File: config.mk
export PLATFORM = sky130hd
export DESIGN_NAME = imm_gen_q_flat
export DESIGN_NICKNAME = d
export VERILOG_FILES = /design/src/rtl/imm_gen_q_if.sv /design/src/rtl/imm_gen_q.sv /design/src/flat_wrapper.sv
export SDC_FILE = /design/constraint.sdc
export NUM_CORES = 1
export LEC_CHECK = 0
export CAP_MARGIN = 25
export CORE_UTILIZATION = 39
export CTS_CLUSTER_DIAMETER = 80
export DETAILED_ROUTE_END_ITERATION = 6
export PLACE_DENSITY = 0.76
export SYNTH_ARGS = -nofsm -noshare
export SYNTH_HDL_FRONTEND = slang
export SYNTH_SLANG_ARGS = --single-unit
File: constraint.sdc
create_clock -name clk -period 13.2 [get_ports clk]
set_input_delay 2.64 -clock clk [delete_from_list [all_inputs] [get_ports clk]]
set_output_delay 2.64 -clock clk [all_outputs]
set_load 0.01 [all_outputs]
File: src/rtl/imm_gen_q_if.sv
`default_nettype none
// ============================================================================
// Module      : imm_gen_q_if
// Description : Handshake bundle for imm_gen_q.
//               Producer side: in_valid, in_ready, inst, imm_src, tag_in.
//               Consumer side: out_valid, out_ready, imm_out, tag_out, fmt_err.
//               modport master : the decode/execute environment around the queue
//               modport slave  : the immediate-generator queue itself
// Revision    : 1.0 - initial release
// ============================================================================
interface imm_gen_q_if #(
    parameter int XLEN  = 32,
    parameter int TAG_W = 32
);
    logic             in_valid;
    logic             in_ready;
    logic [31:0]      inst;
    logic [2:0]       imm_src;
    logic [TAG_W-1:0] tag_in;
    logic             out_valid;
    logic             out_ready;
    logic [XLEN-1:0]  imm_out;
    logic [TAG_W-1:0] tag_out;
    logic             fmt_err;

    modport master (
        output in_valid, inst, imm_src, tag_in, out_ready,
        input  in_ready, out_valid, imm_out, tag_out, fmt_err
    );

    modport slave (
        input  in_valid, inst, imm_src, tag_in, out_ready,
        output in_ready, out_valid, imm_out, tag_out, fmt_err
    );
endinterface
`default_nettype wire

File: src/rtl/imm_gen_q.sv
`default_nettype none
// ============================================================================
// Module      : imm_gen_q
// Description : RISC-V immediate generator (I/S/B/U/J/CSR-zimm) feeding a
//               DEPTH-entry circular queue of {imm, tag, err}.
//   clk   : clock, rising edge
//   rst   : synchronous active-high reset (empties the queue)
//   flush : synchronous queue clear, wins over push and pop
//   bus   : imm_gen_q_if.slave - input handshake (inst/imm_src/tag_in) and
//           output handshake (imm_out/tag_out/fmt_err)
//   Optional macro IMM_FMT_ERR_EN: stores an error bit for illegal imm_src
//   codes and reports it on fmt_err; otherwise fmt_err is tied low.
// Revision    : 1.0 - initial release
// ============================================================================
module imm_gen_q #(
    parameter int XLEN  = 32,
    parameter int DEPTH = 2,
    parameter int TAG_W = 32
) (
    input  wire logic       clk,
    input  wire logic       rst,
    input  wire logic       flush,
    imm_gen_q_if.slave      bus
);
    localparam int                 c_ptr_w   = $clog2(DEPTH);
    localparam int                 c_cnt_w   = c_ptr_w + 1;
    localparam logic [c_cnt_w-1:0] c_depth   = c_cnt_w'(DEPTH);
    localparam logic [c_cnt_w-1:0] c_cnt_one = c_cnt_w'(1);
    localparam logic [c_ptr_w-1:0] c_ptr_one = c_ptr_w'(1);

    // ------------------------------------------------------------------
    // Immediate decode (input side, combinational)
    // ------------------------------------------------------------------
    // Built at 32 bits as a signed value; the sized cast below sign-extends
    // to XLEN. The Z format leaves bit 31 clear, so it comes out zero-extended.
    logic signed [31:0] w_imm32;
    logic [XLEN-1:0]    w_imm;
    logic               w_unused_opcode;

    always_comb begin
        w_imm32 = '0;
        case (bus.imm_src)
            3'b000: w_imm32 = {{20{bus.inst[31]}}, bus.inst[31:20]};
            3'b001: w_imm32 = {{20{bus.inst[31]}}, bus.inst[31:25], bus.inst[11:7]};
            3'b010: w_imm32 = {{19{bus.inst[31]}}, bus.inst[31], bus.inst[7],
                               bus.inst[30:25], bus.inst[11:8], 1'b0};
            3'b011: w_imm32 = {bus.inst[31:12], 12'b0};
            3'b100: w_imm32 = {{11{bus.inst[31]}}, bus.inst[31], bus.inst[19:12],
                               bus.inst[20], bus.inst[30:21], 1'b0};
            3'b101: w_imm32 = {27'b0, bus.inst[19:15]};
            default: w_imm32 = '0;
        endcase
    end

    assign w_imm           = XLEN'(w_imm32);
    assign w_unused_opcode = ^bus.inst[6:0];

    // ------------------------------------------------------------------
    // Queue control
    // ------------------------------------------------------------------
    logic [c_cnt_w-1:0] count_q, count_d;
    logic [c_ptr_w-1:0] wr_ptr_q, wr_ptr_d;
    logic [c_ptr_w-1:0] rd_ptr_q, rd_ptr_d;
    logic               w_in_ready;
    logic               w_out_valid;
    logic               w_push;
    logic               w_pop;

    // Ready depends only on the registered count, never on out_ready.
    assign w_in_ready  = (count_q != c_depth);
    assign w_out_valid = (count_q != '0);
    assign w_push      = bus.in_valid && w_in_ready;
    assign w_pop       = w_out_valid && bus.out_ready;

    always_comb begin
        count_d  = count_q;
        wr_ptr_d = wr_ptr_q;
        rd_ptr_d = rd_ptr_q;
        if (flush) begin
            count_d  = '0;
            wr_ptr_d = '0;
            rd_ptr_d = '0;
        end else begin
            if (w_push) begin
                wr_ptr_d = wr_ptr_q + c_ptr_one;
            end
            if (w_pop) begin
                rd_ptr_d = rd_ptr_q + c_ptr_one;
            end
            case ({w_push, w_pop})
                2'b10:   count_d = count_q + c_cnt_one;
                2'b01:   count_d = count_q - c_cnt_one;
                default: count_d = count_q;
            endcase
        end
    end

    always_ff @(posedge clk) begin
        if (rst) begin
            count_q  <= '0;
            wr_ptr_q <= '0;
            rd_ptr_q <= '0;
        end else begin
            count_q  <= count_d;
            wr_ptr_q <= wr_ptr_d;
            rd_ptr_q <= rd_ptr_d;
        end
    end

    // ------------------------------------------------------------------
    // Storage (no reset: occupancy is tracked by count_q alone)
    // ------------------------------------------------------------------
    logic [XLEN-1:0]  imm_mem_q [DEPTH];
    logic [XLEN-1:0]  imm_mem_d [DEPTH];
    logic [TAG_W-1:0] tag_mem_q [DEPTH];
    logic [TAG_W-1:0] tag_mem_d [DEPTH];
    logic             w_wr_en;

    assign w_wr_en = w_push && !flush && !rst;

    always_comb begin
        imm_mem_d = imm_mem_q;
        tag_mem_d = tag_mem_q;
        if (w_wr_en) begin
            imm_mem_d[wr_ptr_q] = w_imm;
            tag_mem_d[wr_ptr_q] = bus.tag_in;
        end
    end

    always_ff @(posedge clk) begin
        imm_mem_q <= imm_mem_d;
        tag_mem_q <= tag_mem_d;
    end

    assign bus.in_ready  = w_in_ready;
    assign bus.out_valid = w_out_valid;
    assign bus.imm_out   = w_out_valid ? imm_mem_q[rd_ptr_q] : '0;
    assign bus.tag_out   = w_out_valid ? tag_mem_q[rd_ptr_q] : '0;

`ifdef IMM_FMT_ERR_EN
    // Codes 110/111 are the only illegal selects.
    logic w_err;
    logic err_mem_q [DEPTH];
    logic err_mem_d [DEPTH];

    assign w_err = (bus.imm_src[2:1] == 2'b11);

    always_comb begin
        err_mem_d = err_mem_q;
        if (w_wr_en) begin
            err_mem_d[wr_ptr_q] = w_err;
        end
    end

    always_ff @(posedge clk) begin
        err_mem_q <= err_mem_d;
    end

    assign bus.fmt_err = w_out_valid ? err_mem_q[rd_ptr_q] : 1'b0;
`else
    assign bus.fmt_err = 1'b0;
`endif

endmodule
`default_nettype wire

File: src/flat_wrapper.sv
// flat-port wrapper written by rule: the top's interface ports become plain ports
module imm_gen_q_flat 
#(
    parameter int XLEN  = 32,
    parameter int DEPTH = 2,
    parameter int TAG_W = 32
)
  (clk, rst, flush, bus_in_valid, bus_inst, bus_imm_src, bus_tag_in, bus_out_ready, bus_in_ready, bus_out_valid, bus_imm_out, bus_tag_out, bus_fmt_err);
  imm_gen_q_if #(.XLEN(XLEN), .TAG_W(TAG_W)) bus_i ();
  input  wire logic clk;
  input  wire logic rst;
  input  wire logic flush;
  input wire logic [$bits(bus_i.in_valid)-1:0] bus_in_valid;
  input wire logic [$bits(bus_i.inst)-1:0] bus_inst;
  input wire logic [$bits(bus_i.imm_src)-1:0] bus_imm_src;
  input wire logic [$bits(bus_i.tag_in)-1:0] bus_tag_in;
  input wire logic [$bits(bus_i.out_ready)-1:0] bus_out_ready;
  output wire logic [$bits(bus_i.in_ready)-1:0] bus_in_ready;
  output wire logic [$bits(bus_i.out_valid)-1:0] bus_out_valid;
  output wire logic [$bits(bus_i.imm_out)-1:0] bus_imm_out;
  output wire logic [$bits(bus_i.tag_out)-1:0] bus_tag_out;
  output wire logic [$bits(bus_i.fmt_err)-1:0] bus_fmt_err;
  assign bus_i.in_valid = bus_in_valid;
  assign bus_i.inst = bus_inst;
  assign bus_i.imm_src = bus_imm_src;
  assign bus_i.tag_in = bus_tag_in;
  assign bus_i.out_ready = bus_out_ready;
  assign bus_in_ready = bus_i.in_ready;
  assign bus_out_valid = bus_i.out_valid;
  assign bus_imm_out = bus_i.imm_out;
  assign bus_tag_out = bus_i.tag_out;
  assign bus_fmt_err = bus_i.fmt_err;
  imm_gen_q #(.XLEN(XLEN), .DEPTH(DEPTH), .TAG_W(TAG_W)) u_core (.clk(clk), .rst(rst), .flush(flush), .bus(bus_i));
endmodule
---- After elaboration in Yosys (flattened, before gate mapping) ----
Cells that the tools add are included.
operators by class
  reduce and logical (&&, ||, !) cells .... 11
  add/subtract/negate cells ............... 4
  equality and inequality tests ........... 8
  bitwise operators ....................... 2
  order comparisons ....................... 3
  muxes and demuxes ....................... 14
operator list
  kind                   number
  $mux W32               9
  $pmux W32 S6           1
  $bwmux W64             2
  $demux W32 S1          1
  $eq A3 B2 Y1 const B   2
  $eq A3 B3 Y1 const B   2
  $logic_and A1 B1 Y1    5
  $ge A2 B2 Y1 const B   2
  $not A1 Y2             2
  $pmux W2 S2            1
  $reduce_bool A2 Y1     2
  $eq A3 B1 Y1 const B   1
  $logic_not A3 Y1       1
  $add A1 B1 Y1 const B  2
  $add A2 B1 Y2 const B  1
  $eq A2 B1 Y1 const B   1
  $eq A2 B2 Y1 const B   1
  $logic_not A1 Y1       2
  $lt A2 B1 Y1 const B   1
  $ne A2 B2 Y1 const B   1
  $reduce_or A2 Y1       1
  $sub A2 B1 Y2 const B  1
word-level totals
  output and inout port bits .............. 67
  logic and storage cells ................. 49
  input bits .............................. 72
  register bits after elaboration ......... 132

---- Depth between registers and ports, before layout ----
Gate-level depths: netlist (run 1).
  depth after elaboration ................. 6
  gate-level depth with buffers ........... 6

---- Worst setup path after synthesis (run 1) ----
No wires, ideal clock.
  path type ............................... input to register
  start point ............................. input flush
  end point ............................... register u_core.imm_mem_q[0] (netlist bit) (enable)
  data required time ...................... 12.635 ns
  cell stages on the path ................. 3
  data arrival time ....................... 7.477 ns
  path slack .............................. 5.158 ns
  buffers on the path ..................... 1
  setup time .............................. 0.565 ns
  cell sequence ........................... or2_2 clkbuf_1 nor3_1
on the way
  longest elaborated chain between the ends .. 3
RTL lines
  what                               RTL line            source
  start: declaration                 flat_wrapper.sv:12  input wire logic flush;
  $logic_not A1 Y1                   imm_gen_q.sv:119    assign w_wr_en = w_push && !flush && !rst;
  $logic_and A1 B1 Y1 (2 in series)  imm_gen_q.sv:119
  end signal: assignment             imm_gen_q.sv:131    imm_mem_q <= imm_mem_d;
  end: declaration                   imm_gen_q.sv:113    logic [XLEN-1:0] imm_mem_q [DEPTH];
No other way between the ends.
A chain may end at the register's enable or synchronous reset.

---- Worst setup path after layout (run 1) ----
  start point ............................. register u_core.rd_ptr_q
  end point ............................... output bus_imm_out[17]
on the way
  longest elaborated chain between the ends .. 5
RTL lines
  what                                          RTL line            source
  start: declaration                            imm_gen_q.sv:63     logic [c_ptr_w-1:0] rd_ptr_q, rd_ptr_d;
  start signal: assignment                      imm_gen_q.sv:106    rd_ptr_q <= rd_ptr_d;
  $not A1 Y2 (not written as such)              imm_gen_q.sv:137    assign bus.imm_out = w_out_valid ? imm_mem_q[rd_ptr_q] : '0;
  $mux W32 (not written as such) (3 in series)  imm_gen_q.sv:137
  $mux W32                                      imm_gen_q.sv:137
  end: declaration                              flat_wrapper.sv:20  output wire logic [$bits(bus_i.imm_out)-1:0] bus_imm_out;
No other way between the ends. The select of a mux whose other input is x is not followed.

==> impl_metrics.csv, run 1 <==
group,metric,value,unit
run_status,status,"complete, no violations",
grt,grt_pass1_vias,3528,
timing,skew,0.008315,ns
timing,post-route-min-period,4.901,ns
timing,tightest_slew,0.8747,ns
placement,hpwl,6838,µm
logic_synthesis,synth_top_area_share,68.74,%
placement,placed_cells,676,
route,drcViolationCount,0,
power,combPwrFrac,9.5,%
cts,cts_hold_buf,0,
logic_synthesis,netlist_instances,389,
cts,numCtsBuffers,17,
logic_synthesis,synth.avg_cell_area,14.37,µm²
floorplan,start_util,40.13,%
cts,root_buffer,"clkbuf_16",
timing,max_freq,204.0,MHz
route,first_iter_violations,175,
power,power.switching,209.1,µW
logic_synthesis,synth_seq_cells,132,
timing,finalSetupTns,0,ns
floorplan,fp.dieH,121.7,µm
timing,timing.final.crit_share,37.13,%
grt,gr-total-overflow,0,
logic_synthesis,synth-main-ff-cell,"edfxtp_1",
power,ir_drop,0.00006938,V
cts,cts_sinks,132,
logic_synthesis,yosysUniqueCellTypes,34,
cells_and_area,nets,588,
logic_synthesis,synth_top_cell_by_area,"edfxtp_1",
flow_run,maxCapViolCount,0,
floorplan,die_w,121.7,µm
route,firstDrtPassIters,4,
cts,clk_latency,0.41,ns
timing,hold_viol_final,0,
critical_path,required,10.56,ns
grt,grt_pass1_wl,17290,µm
power,power_frac_clock,44.2,%
floorplan,die_area,14820,µm²
critical_path,arrival,2.26,ns
logic_synthesis,netlist_top_cells_area,"edfxtp_1, mux2i_1, nor2_1",
logic_synthesis,yosysSeqAreaShare,70.17,%
power,p_sw_share,20.43,%
placement,dp_slack,8.472,ns
route,via_count,3460,
placement,gp_congestion,0.9148,
route,antenna_left,0,
cells_and_area,layoutNonFillerInstCount,707,
route,vias_per_cell,4.894,
critical_path,critPathMaxFanout,41,
power,p_int,814.3,µW
floorplan,rows,43,
logic_synthesis,synth_common_cells,"edfxtp_1, nor2_1, mux2i_1",
cts,cts_tree,"done",
timing,slew_headroom,41.68,%
power,power.share.sequential,46.4,%
grt,antenna_found_initial,0,
timing,setup_violations,0,
floorplan,core,13930,µm²
cts,clkTransAtPathRegs,0.05,ns
logic_synthesis,syn_area,5592,µm²
placement,place_area,7029,µm²
power,total_power,1023,µW
placement,numPortBuffers,130,
power,power_leakage,0.002520,µW
route,wl_per_cell,15.38,µm
hold_path,hold_path_class,"flip-flop to flip-flop",
cells_and_area,area_delta_synth_final,35.94,%
critical_path,worstSetupPathType,"flip-flop to output pin",
grt,grt_usage,15.52,%
floorplan,pin_count,139,
timing,worst_slack,8.299,ns
cts,cts.path.max_buffers,2,
critical_path,worst_path_max_delay_cell,"dfxtp_4",
cts,cts-htree-levels,4,
critical_path,worst_setup_path_end_kind,"output pin",
power,power-per-cell-area,134.6,nW/µm²
critical_path,slowest_delay,0.63,ns
grt,grt_max_degree,66,
logic_synthesis,yosysMostFrequentCell,"edfxtp_1",
timing,grt_setup_unrepaired,"false",
critical_path,startpoint_type,"flip-flop",
cts,post-cts-setup-buffers,0,
critical_path,crit_chain,"buf_16, mux2i_1, nor2_1, clkdlybuf4s50_1",
route,drt_wl_total,10870,µm
cells_and_area,drive_gt1_share,7.211,%
cts,post_cts_resize_count,0,
cells_and_area,design_area,7601,µm²
timing,maxSlewViolCount,0,
logic_synthesis,yosys_warnings,0,
critical_path,crit_family,"buffers and inverters",
logic_synthesis,synth_edf_count,128,
cells_and_area,n_antenna_cell,0,
logic_synthesis,syn_nets,462,
logic_synthesis,async_flop_share,0,%
critical_path,cp_num_buf_inv,2,
## worst paths after layout
kind              slack, ns  cells after the start                    to               from
hold / removal         0.56                      2     u_core.count_q[1]  u_core.count_q[1]
hold reg to reg        0.56                      2     u_core.count_q[1]  u_core.count_q[1]
setup reg to reg      11.15                      4  u_core.tag_mem_q[51]  u_core.count_q[0]
setup / recovery       8.30                      4       bus_imm_out[17]    u_core.rd_ptr_q
## per-layer routing
layer	routed length (µm)	GRT usage, %	share of wire [%]
met1	4793	18.95	44
met2	5366	25.49	49
met4	159	8.102	1.5
met3	554	3.699	5.1
met5	0	0	0
## registers in the layout, summed over array words and instances (netlist names)
| signal | count |
|---|---|
| u_core.tag_mem_q | 64 |
| u_core.rd_ptr_q | 1 |
| u_core.count_q | 2 |
| u_core.wr_ptr_q | 1 |
| u_core.imm_mem_q | 64 |
## logic make-up (layout without fill, tap and decap cells)
family	count (synthesis)	in the layout	synth area share, %
adders and majority gates	2	2	0.4251
buffers and inverters	31	169	3.133
and+or+nand+nor	105	105	8.436
muxes	65	65	11.66
DFF	132	132	70.17
xor gates and xnor gates	3	3	0.4700
AOI/OAI and AO/OA	50	50	5.639
other	1	1	0.06706
## cells in the final DEF (no fill, tap or decap), types with 2 or more instances in the layout
cell type	instances
and2_1	2
inv_1	4
a21o_1	12
clkbuf_1	2
nor2_1	72
nor3_2	2
clkinvlp_4	3
clkinv_2	3
nand2_1	6
clkdlybuf4s50_1	130
a21oi_1	17
dfxtp_1	3
xor2_1	2
edfxtp_1	128
mux2i_1	64
o22ai_1	7
and2b_1	4
buf_4	3
clkinv_1	3
a311o_1	4
o21ai_0	8
nand2b_1	7
clkbuf_16	17
bufinv_16	3
nor2b_1	5
## through the flow
step	util (%)	hold slack, ns
CTS	54.55	0.5679
detailed placement	50.44	0.5605
global placement	50.25	0.5366
global route	54.55	0.5903
finish	54.55	0.5629
floorplan	-	0.4815
## tightest hold or removal path: stages (launching register included)
cell and delay (ns):
dfxtp_1 0.35, o21ai_0 0.09, a21oi_1 0.07
## final cells by class
class	count	area (µm²)
inverter	4	15.01
multi-input combinational	226	1510
fill	1136	6334
clock inverter	12	138.9
clock buffer	19	432.9
timing repair buffer	134	1351
tap	180	225.2
sequential	132	3928
## power groups by stage
stage	clock [µW]	sequential, µW	combinational (µW)
5_1_grt	482	475	105
3_5_place_dp	0	483	97.0
2_1_floorplan	0	483	46.9
4_1_cts	462	475	97.6
3_3_place_gp	0	484	93.3
6_report	452	475	96.8
(Power assumes the default switching activity.)
==> run 2, diff against run 1 <==
--- a/config.mk
+++ b/config.mk
@@ -9,7 +9,7 @@
 export CORE_UTILIZATION = 39
 export CTS_CLUSTER_DIAMETER = 80
 export DETAILED_ROUTE_END_ITERATION = 6
-export PLACE_DENSITY = 0.76
+export PLACE_DENSITY = 0.78
 export SYNTH_ARGS = -nofsm -noshare
 export SYNTH_HDL_FRONTEND = slang
 export SYNTH_SLANG_ARGS = --single-unit
==> constraint.sdc (replaced) <==
create_clock -name clk -period 3.9 [get_ports clk]
set_input_delay 0.78 -clock clk [delete_from_list [all_inputs] [get_ports clk]]
set_output_delay 0.78 -clock clk [all_outputs]
set_load 0.01 [all_outputs]
==> impl_metrics.csv, run 2 (synthesis results as in run 1) <==
group,metric,value,unit
run_status,status,"complete, no violations",
route,drcViolationCount,0,
cts,clk_latency,0.41,ns
floorplan,pin_count,139,
cts,cts-htree-levels,4,
placement,gp_congestion,0.8806,
cells_and_area,layout.cells.most_common,"clkdlybuf4s50_1",
timing,post-route-min-period,3.109,ns
power,p_int,2831,µW
placement,hpwl,7118,µm
grt,gr-total-overflow,0,
route,drt_wl_total,11150,µm
cells_and_area,layout_common_cells,"clkdlybuf4s50_1, edfxtp_1, nor2_1, mux2i_1",
cts,root_buffer,"clkbuf_16",
power,power-per-cell-area,465.1,nW/µm²
critical_path,r2r_end,"u_core.tag_mem_q[29]",
critical_path,startpoint_type,"flip-flop",
critical_path,worstSetupPathType,"flip-flop to output pin",
critical_path,cp-startpoint,"u_core.rd_ptr_q",
cts,numCtsBuffers,17,
timing,worst_slack,0.7911,ns
grt,antenna_found_initial,0,
power,p_sw_share,20.62,%
route,wl_per_cell,15.72,µm
floorplan,core,13930,µm²
hold_path,hold_path_class,"flip-flop to flip-flop",
timing,max_freq,321.7,MHz
floorplan,die_area,14820,µm²
critical_path,r2r-start,"u_core.count_q[0]",
cts,post_cts_resize_count,0,
power,power.share.sequential,45.0,%
cells_and_area,layoutNonFillerInstCount,709,
critical_path,rrSetupSlack,2.07,ns
timing,skew,0.006741,ns
cells_and_area,nFillCells,1111,
timing,grt_setup_unrepaired,"false",
cells_and_area,drive_gt1_share,7.940,%
placement,placed_cells,677,
critical_path,critPathMaxFanout,35,
cells_and_area,top_regs,"u_core.imm_mem_q: 64 flops, u_core.tag_mem_q: 64 flops, u_core.count_q: 2 flops",
timing,slew_headroom,51.79,%
cts,cts.path.max_buffers,2,
timing,maxSlewViolCount,0,
route,antenna_left,0,
route,firstDrtPassIters,5,
grt,grt_max_degree,66,
cells_and_area,nets,589,
critical_path,r2r_cells,4,
critical_path,required,3.12,ns
cells_and_area,final_util,55.03,%
critical_path,worst_setup_path_end_kind,"output pin",
critical_path,cp-endpoint,"bus_imm_out[17]",
floorplan,die_w,121.7,µm
cells_and_area,area_delta_synth_final,37.14,%
grt,grt_usage,15.80,%
power,combPwrFrac,9.3,%
power,power_leakage,0.002549,µW
grt,grt_pass1_wl,17560,µm
timing,setup_violations,0,
power,power_frac_clock,45.7,%
placement,numPortBuffers,130,
floorplan,rows,43,
power,total_power,3567,µW
cts,cts_hold_buf,0,
power,power.switching,735.7,µW
critical_path,crit_chain,"buf_12, mux2i_1, nor2_1, clkdlybuf4s50_1",
cts,clkTransAtPathRegs,0.06,ns
timing,hold_ws,0.5701,ns
grt,grt_pass1_vias,3574,
critical_path,crit_cells,4,
route,vias_per_cell,4.983,
critical_path,crit_family,"buffers and inverters",
cells_and_area,n_antenna_cell,0,
critical_path,slowest_delay,0.72,ns
route,first_iter_violations,188,
timing,tightest_slew,0.7231,ns
cts,post-cts-setup-buffers,0,
timing,timing.final.crit_share,79.71,%
flow_run,maxCapViolCount,0,
critical_path,worst_path_max_delay_cell,"dfxtp_4",
placement,dp_slack,1.141,ns
power,ir_drop,0.0002571,V
route,via_count,3533,
floorplan,fp.dieH,121.7,µm
critical_path,cp_num_buf_inv,2,
floorplan,start_util,40.13,%
critical_path,arrival,2.33,ns
timing,hold_viol_final,0,
cts,cts_tree,"done",
cts,cts_sinks,132,
run 2: final cells by class:
cell class / instances / area, µm² / share of cell area [%]
Inverter: 4 / 15.01 / 0.1958
Sequential cell: 132 / 3928 / 51.22
Tap cell: 180 / 225.2 / 2.937
Clock inverter: 14 / 185.2 / 2.415
Timing Repair Buffer: 135 / 1364 / 17.78
Multi-Input combinational cell: 226 / 1523 / 19.86
Clock buffer: 18 / 429.2 / 5.596
run 2: how the worst min path moves through the flow:
stage / startpoint / end / slack [ns] / depth (start not counted)
floorplan: u_core.count_q[1] / u_core.count_q[1] / 0.48 / 2
global placement: u_core.count_q[1] / u_core.count_q[1] / 0.53 / 2
detailed placement: u_core.count_q[1] / u_core.count_q[1] / 0.57 / 2
CTS: u_core.count_q[1] / u_core.count_q[1] / 0.57 / 2
global route: u_core.count_q[1] / u_core.count_q[1] / 0.59 / 2
finish: u_core.count_q[1] / u_core.count_q[1] / 0.57 / 2
run 2: tightest hold or removal path, cell delays in order (launching register included):
cell and delay, ns:
dfxtp_1 0.36, o21ai_0 0.09, a21oi_1 0.07
run 2: per-layer routing:
layer | vias up | GRT usage, % | share of wire, %
met1 | 1688 | 18.72 | 43
met2 | 143 | 27.05 | 50
met4 | 0 | 6.867 | 1.4
met3 | 16 | 4.026 | 5.1
li1 | 1686 | - | -
met5 | - | 0 | 0
run 2: stage by stage:
stage          setup TNS (ns)  cell area, µm²
3_5_place_dp                0            7054
3_3_place_gp                0            7054
2_1_floorplan          -39.07            5602
5_1_grt                     0            7669
6_report                    0            7669
4_1_cts                     0            7669
run 2: power groups by stage:
stage,combinational [µW],sequential (µW),clock [µW]
2_1_floorplan,159,1630,0
3_3_place_gp,323,1630,0
3_5_place_dp,332,1640,0
4_1_cts,334,1610,1660
5_1_grt,359,1610,1730
6_report,331,1610,1630
==> run 3, diff against run 2 <==
==> constraint.sdc (replaced) <==
create_clock -name clk -period 2.75 [get_ports clk]
set_input_delay 0.55 -clock clk [delete_from_list [all_inputs] [get_ports clk]]
set_output_delay 0.55 -clock clk [all_outputs]
set_load 0.01 [all_outputs]
==> impl_metrics.csv, run 3 (synthesis results as in run 1) <==
group,metric,value,unit
flow_run,maxCapViolCount,0,
critical_path,r2r-start,"u_core.count_q[0]",
timing,hold_ws,0.5539,ns
critical_path,required,2.20,ns
power,ir_drop,0.0003602,V
critical_path,arrival,2.06,ns
route,vias_per_cell,4.971,
timing,hold_viol_final,0,
placement,numPortBuffers,130,
route,firstDrtPassIters,4,
cells_and_area,layout.cells.most_common,"clkdlybuf4s50_1",
cts,cts.path.max_buffers,2,
route,via_count,3544,
critical_path,worst_setup_path_end_kind,"output pin",
run_status,status,"complete, no violations",
cts,cts-htree-levels,4,
power,power_leakage,0.002571,µW
critical_path,startpoint_type,"flip-flop",
cts,clkTransAtPathRegs,0.05,ns
grt,grt_pass1_vias,3512,
floorplan,rows,43,
cts,cts_sinks,132,
grt,grt_max_degree,65,
hold_path,hold-path-endpoint,"u_core.count_q[1]",
floorplan,fp.dieH,121.7,µm
cells_and_area,design_area,7719,µm²
route,drcViolationCount,0,
cts,post_cts_resize_count,0,
placement,place_area,7112,µm²
timing,tightest_slew,0.6000,ns
route,drt_wl_total,11070,µm
floorplan,start_util,40.13,%
cells_and_area,drive_gt1_share,9.006,%
cells_and_area,seq_area,3928,µm²
hold_path,whs_path_depth,2,
cells_and_area,nFillCells,1144,
power,power-per-cell-area,651.0,nW/µm²
cts,root_buffer,"clkbuf_16",
placement,hpwl,6979,µm
cts,post-cts-setup-buffers,0,
cells_and_area,layout_common_cells,"clkdlybuf4s50_1, edfxtp_1, nor2_1, mux2i_1",
floorplan,die_area,14820,µm²
timing,slew_headroom,59.92,%
cells_and_area,n_antenna_cell,0,
grt,grt_pass1_wl,17280,µm
route,first_iter_violations,253,
critical_path,r2r_cells,5,
floorplan,core,13930,µm²
placement,gp_congestion,0.9229,
grt,grt_usage,15.54,%
route,antenna_left,0,
placement,dp_slack,0.4517,ns
timing,setup_violations,0,
cells_and_area,area_delta_synth_final,38.04,%
critical_path,r2r_end,"u_core.count_q[1]",
cts,cts_tree,"done",
floorplan,pin_count,139,
timing,timing.final.crit_share,94.81,%
grt,antenna_found_initial,0,
critical_path,worstSetupPathType,"flip-flop to output pin",
cts,cts_hold_buf,0,
cts,numCtsBuffers,17,
critical_path,rrSetupSlack,0.98,ns
timing,max_freq,383.5,MHz
grt,gr-total-overflow,0,
hold_path,hold_path_class,"flip-flop to flip-flop",
cells_and_area,top_regs,"u_core.imm_mem_q: 64 flops, u_core.tag_mem_q: 64 flops, u_core.count_q: 2 flops",
cells_and_area,multi_input_area,1525,µm²
timing,grt_setup_unrepaired,"false",
hold_path,min-delay-start,"u_core.count_q[1]",
cells_and_area,nets,593,
timing,post-route-min-period,2.607,ns
floorplan,die_w,121.7,µm
timing,maxSlewViolCount,0,
cells_and_area,final_util,55.39,%
critical_path,critPathMaxFanout,21,
timing,skew,0.008985,ns
timing,worst_slack,0.1426,ns
cts,clk_latency,0.41,ns
route,wl_per_cell,15.53,µm
[run 3: cell type report]
| type | count | share of cell area, % |
|---|---|---|
| clock inverters | 15 | 2.350 |
| well taps | 180 | 2.918 |
| clock buffers | 17 | 5.511 |
| inverters | 4 | 0.1945 |
| repair buffers | 139 | 18.38 |
| multi-input cells | 226 | 19.76 |
| flip-flops and latches | 132 | 50.88 |
[run 3: critical path, cell delays in order, from the launching register on]
cell	delay [ns]
dfxtp_4	0.56
buf_12	0.24
mux2i_1	0.27
nor2_1	0.07
clkdlybuf4s50_1	0.50
[run 3: per-layer routing]
metal  part of all wire (%)  track usage [%]  routed length [µm]  up-vias
li1                       -                -                   -     1696
met1                     43            18.63                4743     1681
met2                     50            25.81                5515      145
met3                    5.8            4.167                 641       22
met4                    1.5            7.562                 169        0
met5                      0                0                   0        -
[run 3: how the worst max path moves through the flow]
stage                          from                    to  slack [ns]  cells past startpoint
floorplan                     flush   u_core.imm_mem_q[0]       -0.19                      3
global route        u_core.rd_ptr_q       bus_tag_out[20]        0.02                      4
CTS                 u_core.rd_ptr_q       bus_tag_out[20]        0.11                      4
finish              u_core.rd_ptr_q       bus_imm_out[17]        0.14                      4
global placement     bus_imm_src[2]  u_core.imm_mem_q[11]        0.51                      5
detailed placement   bus_imm_src[2]  u_core.imm_mem_q[16]        0.45                      5
[run 3: power breakdown]
group          switching, µW  leakage [µW]  internal (µW)  total (µW)
clock                    842      0.000284           1430        2270
combinational            226       0.00108            253         478
sequential              14.7       0.00121           2260        2270
total                   1080       0.00257           3940        5020
[run 3: per-stage QoR]
stage | cells | setup TNS (ns) | power, µW
2_1_floorplan | 389 | -23.98 | 2542
4_1_cts | 713 | 0 | 5087
3_5_place_dp | 681 | 0 | 2798
3_3_place_gp | 681 | 0 | 2781
6_report | 713 | 0 | 5025
5_1_grt | 713 | 0 | 5211
